$ cat config.mk
export PLATFORM = sky130hd
export DESIGN_NAME = alu_pipe
export DESIGN_NICKNAME = d
export VERILOG_FILES = /design/src/rtl/alu_pkg.sv /design/src/rtl/alu_core.sv /design/src/rtl/alu_pipe.sv
export SDC_FILE = /design/constraint.sdc
export NUM_CORES = 1
export LEC_CHECK = 0
export ABC_CLOCK_PERIOD_IN_PS = 2800
export CAP_MARGIN = 15
export CELL_PAD_IN_SITES_DETAIL_PLACEMENT = 1
export CELL_PAD_IN_SITES_GLOBAL_PLACEMENT = 1
export CORE_MARGIN = 2
export CORE_UTILIZATION = 45
export CTS_BUF_LIST = sky130_fd_sc_hd__clkbuf_2 sky130_fd_sc_hd__clkbuf_4 sky130_fd_sc_hd__clkbuf_8
export CTS_CLUSTER_SIZE = 16
export DETAILED_ROUTE_END_ITERATION = 16
export PLACE_DENSITY_LB_ADDON = 0.1
export SETUP_SLACK_MARGIN = 0.5
export SLEW_MARGIN = 20
export SYNTH_ARGS = -nofsm -noshare
export SYNTH_HDL_FRONTEND = slang
export SYNTH_SLANG_ARGS = --single-unit
$ cat constraint.sdc
create_clock -name clk -period 2.8 [get_ports clk]
set_input_delay 0.7 -clock clk [delete_from_list [all_inputs] [get_ports clk]]
set_output_delay 0.7 -clock clk [all_outputs]
set_load 0.01 [all_outputs]
$ cat src/rtl/alu_pkg.sv
// Shared opcode encoding for the pipelined ALU (MIPS-style funct field).
package alu_pkg;

  localparam int unsigned NB_OP = 6;

  localparam logic [NB_OP-1:0] OP_ADD = 6'b100000;
  localparam logic [NB_OP-1:0] OP_SUB = 6'b100010;
  localparam logic [NB_OP-1:0] OP_AND = 6'b100100;
  localparam logic [NB_OP-1:0] OP_OR  = 6'b100101;
  localparam logic [NB_OP-1:0] OP_XOR = 6'b100110;
  localparam logic [NB_OP-1:0] OP_NOR = 6'b100111;
  localparam logic [NB_OP-1:0] OP_SRA = 6'b000011;
  localparam logic [NB_OP-1:0] OP_SRL = 6'b000010;

endpackage

$ cat src/rtl/alu_core.sv
// Combinational ALU datapath: result plus zero/carry/overflow/error flags.
module alu_core
  import alu_pkg::*;
#(
  parameter int unsigned NB_DATA = 8
) (
  input  logic [NB_DATA-1:0] a,
  input  logic [NB_DATA-1:0] b,
  input  logic [NB_OP-1:0]   opcode,
  output logic [NB_DATA-1:0] result,
  output logic               zero,
  output logic               carry,
  output logic               ovf,
  output logic               err
);

  localparam int unsigned MSB = NB_DATA - 1;
  localparam logic [NB_DATA-1:0] SHIFT_LIM = NB_DATA'(NB_DATA);

  logic [NB_DATA:0] sum;

  always_comb begin
    result = '0;
    carry  = 1'b0;
    ovf    = 1'b0;
    err    = 1'b0;
    sum    = '0;
    case (opcode)
      OP_ADD: begin
        sum    = {1'b0, a} + {1'b0, b};
        result = sum[NB_DATA-1:0];
        carry  = sum[NB_DATA];
        ovf    = (a[MSB] == b[MSB]) && (result[MSB] != a[MSB]);
      end
      OP_SUB: begin
        // The extra MSB of the widened difference is the borrow (A < B).
        sum    = {1'b0, a} - {1'b0, b};
        result = sum[NB_DATA-1:0];
        carry  = sum[NB_DATA];
        ovf    = (a[MSB] != b[MSB]) && (result[MSB] != a[MSB]);
      end
      OP_AND: result = a & b;
      OP_OR:  result = a | b;
      OP_XOR: result = a ^ b;
      OP_NOR: result = ~(a | b);
      OP_SRA: begin
        if (b >= SHIFT_LIM) result = {NB_DATA{a[MSB]}};
        else                result = $unsigned($signed(a) >>> b);
      end
      OP_SRL: begin
        if (b >= SHIFT_LIM) result = '0;
        else                result = a >> b;
      end
      default: err = 1'b1;
    endcase
    zero = (result == '0);
  end

endmodule

$ cat src/rtl/alu_pipe.sv
// Two-stage ALU pipeline (operand register, result register) with valid/ready
// handshakes on both sides and full backpressure.
module alu_pipe #(
  parameter int unsigned NB_DATA = 8,
  parameter int unsigned NB_OP   = 6
) (
  input  logic               clk,
  input  logic               rst_n,
  input  logic               i_valid,
  output logic               o_ready,
  input  logic [NB_DATA-1:0] i_dato_a,
  input  logic [NB_DATA-1:0] i_dato_b,
  input  logic [NB_OP-1:0]   i_opcode,
  output logic               o_valid,
  input  logic               i_ready,
  output logic [NB_DATA-1:0] o_result,
  output logic               o_zero,
  output logic               o_carry,
  output logic               o_ovf,
  output logic               o_err
);

  logic               s1_valid;
  logic [NB_DATA-1:0] s1_a;
  logic [NB_DATA-1:0] s1_b;
  logic [NB_OP-1:0]   s1_op;

  logic               s2_adv;
  logic               accept;
  logic               xfer;

  logic [NB_DATA-1:0] core_result;
  logic               core_zero;
  logic               core_carry;
  logic               core_ovf;
  logic               core_err;

  always_comb begin
    s2_adv  = !o_valid || i_ready;
    o_ready = !s1_valid || s2_adv;
    accept  = i_valid && o_ready;
    xfer    = s1_valid && s2_adv;
  end

  always_ff @(posedge clk or negedge rst_n) begin
    if (!rst_n) begin
      s1_valid <= 1'b0;
      s1_a     <= '0;
      s1_b     <= '0;
      s1_op    <= '0;
    end else if (accept) begin
      s1_valid <= 1'b1;
      s1_a     <= i_dato_a;
      s1_b     <= i_dato_b;
      s1_op    <= i_opcode;
    end else if (xfer) begin
      s1_valid <= 1'b0;
    end
  end

  alu_core #(
    .NB_DATA(NB_DATA)
  ) u_core (
    .a      (s1_a),
    .b      (s1_b),
    .opcode (s1_op),
    .result (core_result),
    .zero   (core_zero),
    .carry  (core_carry),
    .ovf    (core_ovf),
    .err    (core_err)
  );

  // Result register only loads on a transfer, so it holds steady while stalled.
  always_ff @(posedge clk or negedge rst_n) begin
    if (!rst_n) begin
      o_valid  <= 1'b0;
      o_result <= '0;
      o_zero   <= 1'b0;
      o_carry  <= 1'b0;
      o_ovf    <= 1'b0;
      o_err    <= 1'b0;
    end else if (xfer) begin
      o_valid  <= 1'b1;
      o_result <= core_result;
      o_zero   <= core_zero;
      o_carry  <= core_carry;
      o_ovf    <= core_ovf;
      o_err    <= core_err;
    end else if (i_ready) begin
      o_valid  <= 1'b0;
    end
  end

endmodule

==> results.sh <==
export IMPL_status="finished clean"
export IMPL_ctsHtreeMaxLevel=2
export IMPL_routed_wirelength_mm=12.4
export IMPL_ys_types=62
export IMPL_drive_above_1_share_pct=37.5
export IMPL_grt_pass1_vias=3272
export IMPL_hold_class="reg2reg"
export IMPL_r2r_cells=8
export IMPL_critical_path_class="reg2reg"
export IMPL_core_area_sq_um=6830
export IMPL_top_usage_layer="met2"
export IMPL_yosysTopAreaCell="dfrtp_1"
export IMPL_initial_core_util_pct=46.8
export IMPL_whs_ps=485
export IMPL_ant_nets=0
export IMPL_grt_overflow=0
export IMPL_numCtsBuffers=5
export IMPL_fin_setup_tns_ps=0
export IMPL_port_buffers=39
export IMPL_required_ps=2990
export IMPL_drv_cap=0
export IMPL_rsz0062_at_grt="true"
export IMPL_path_clk_slew_ps=80
export IMPL_yosysWarnings=0
export IMPL_vias=3241
export IMPL_irDropWorstVdd_uv=347
export IMPL_row_count=30
export IMPL_antenna_found_initial=0
export IMPL_fp_dieArea_sq_um=7790
export IMPL_synthTopCellsByArea="dfrtp_1 (28%), ha_1 (9.8%), mux2_2 (9.2%)"
export IMPL_grt_pass1_wl_mm=17.9
export IMPL_avgSynthCellArea_sq_um=9.40
export IMPL_clk_path_buf_depth=2
export IMPL_synth_nets=393
export IMPL_arrival_ps=2830
export IMPL_grt_max_degree=37
export IMPL_ys_flop_type="dfrtp_1"
export IMPL_crit_top_cell="buf_4"
export IMPL_routed_via_density=6.37
export IMPL_fmax_mhz=379
export IMPL_synthTopCellsByCount="dfrtp_1 (36), mux2_2 (26), ha_1 (25), inv_1 (22), a21oi_1 (18)"
export IMPL_final_hold_viol_count=0
export IMPL_start_kind="register"
export IMPL_yosys_register_bits=36
export IMPL_drv_slew=0
export IMPL_final_util_pct=63.8
export IMPL_path_cells="buf_4, or4_4, buf_4, nor4_1, a31oi_2, and3_4, and4bb_1, a32o_1"
export IMPL_diodes=0
export IMPL_worstMarginPinSlew_ps=870
export IMPL_synth_cells=340
export IMPL_period_share_pct=94.2
export IMPL_use_met1_pct=40.5
export IMPL_cts_tree="done"
export IMPL_drc=0
export IMPL_met3_usage_pct=5.22
export IMPL_place_hpwl_mm=7.88
export IMPL_wl_per_cell_microns=24.3
export IMPL_synth_most_common_cell="dfrtp_1"
export IMPL_synth_edff_count=0
export IMPL_whs_path_depth=2
export IMPL_fin_worst_skew_ps=11.9
export IMPL_die_y_microns=88.3
export IMPL_use_met2_pct=52.0
export IMPL_finalSetupViolCount=0
export IMPL_finalNetCount=465
export IMPL_yosysTopAreaCellShare_pct=28.2
export IMPL_ctsRootBufferMaster="clkbuf_8"
export IMPL_io_pins=40
export IMPL_async_flop_share_pct=100
export IMPL_dr_pass1_iters=5
export IMPL_path_buf_inv=2
export IMPL_relSlewSlack_pct=42.0
export IMPL_critPathSlowestCell="or4_4"
export IMPL_p_leak_nw=1.79
export IMPL_area_delta_synth_final_pct=36.5
export IMPL_synth_area_sq_um=3190
export IMPL_gr_usage_all_layers_pct=30.6
export IMPL_power_density_nw_per_um2=583
export IMPL_gp_congestion=0.955
export IMPL_fp_dieW_microns=88.3
export IMPL_insertion_delay_ps=300
export IMPL_min_period_ps=2640
export IMPL_worstPathMaxFanout=5
export IMPL_path_depth=8
export IMPL_drt_initial_drc_count=205
export IMPL_cp_top_family="simple AND/OR/NAND/NOR gates"
export IMPL_worst_setup_path_end_kind="register"
export IMPL_numClockSinks=36
export IMPL_critPathMaxStageDelay_ps=580
export IMPL_synth_seq_area_share_pct=28.2
-- what timing repair did --
action	in CTS	in global routing
cloned	1	0
setup endpoints to repair	10	11
pin swaps	9	15
gates resized for setup	36	37
hold buffers	0	0
setup buffers	15	8
-- per-stage QoR --
stage | power (mW) | area [sq um] | std cells | setup slack, ps
finish | 2.54 | 4360 | 509 | 164
global placement | 1.79 | 3790 | 477 | 199
global route | 2.66 | 4360 | 509 | 96.6
floorplan | 1.42 | 3220 | 340 | 294
detailed placement | 1.83 | 3790 | 477 | 145
CTS | 2.36 | 4140 | 501 | 286
-- placed cells by master (no fill, tap or decap), types with 8 or more instances in the layout --
cell,Yosys,routed
a211oi_1,11,9
a21oi_1,18,16
buf_4,1,44
clkdlybuf4s50_1,0,37
dfrtp_1,36,29
ha_1,25,17
inv_1,22,14
mux2_2,26,26
mux2i_1,12,12
nand2_1,16,15
nand2b_1,9,8
nor2_1,13,13
nor3_1,12,8
o21ai_0,12,8
-- worst paths after layout --
| kind | end | from | slack [ps] |
|---|---|---|---|
| max in group asynchronous | s1_b[5]$_DFFE_PN0P_ | rst_n | 1680 |
| max reg2reg | o_zero$_DFFE_PN0P_ | s1_b[5]$_DFFE_PN0P_ | 160 |
| max | o_zero$_DFFE_PN0P_ | s1_b[5]$_DFFE_PN0P_ | 160 |
| min | o_err$_DFFE_PN0P_ | o_err$_DFFE_PN0P_ | 490 |
| min in group asynchronous | s1_b[2]$_DFFE_PN0P_ | rst_n | 500 |
| min reg2reg | o_err$_DFFE_PN0P_ | o_err$_DFFE_PN0P_ | 490 |
-- registers in the layout, indices dropped and copies added (netlist names) --
name	cells
o_carry	1
o_err	1
o_ovf	1
o_result	8
o_valid	1
o_zero	1
s1_a	8
s1_b	8
s1_op	6
s1_valid	1
-- kinds of logic after synthesis --
group | share of synthesized area [%]
AND/OR/NAND/NOR | 16.3
AO/OA/AOI/OAI | 18.6
buffers and inverters | 6.74
multiplexers | 15.0
flip-flops | 28.2
adder cells (fa/ha/maj) | 11.0
XOR/XNOR | 4.11
-- where the power goes --
part | total [mW] | leakage, nW | internal [mW] | switching [mW]
clock network | 0.402 | 0.0493 | 0.197 | 0.205
registers | 0.699 | 0.429 | 0.599 | 0.0997
logic | 1.44 | 1.31 | 0.657 | 0.785
-- cell type report --
cell class	instances	area [sq um]
Clock inverter	1	8.76
Timing Repair Buffer	87	771
Clock buffer	7	83.8
Tap cell	96	120
Inverter	23	93.8
Fill cell	760	2470
Sequential cell	36	910
Multi-Input combinational cell	259	2370
-- worst min-delay path, cell delays in order, from the launching register on --
cell and delay (ps):
dfrtp_1 350, nand2_1 40, o21ai_0 60
-- metal layers --
metal | vias to the layer above | wire length (microns) | part of all wire (%)
met5 | - | 0 | 0
met4 | 0 | 255 | 2.1
met3 | 38 | 684 | 5.5
met2 | 162 | 6150 | 50
met1 | 1646 | 5280 | 43
li1 | 1395 | - | -
(Power assumes the default switching activity.)
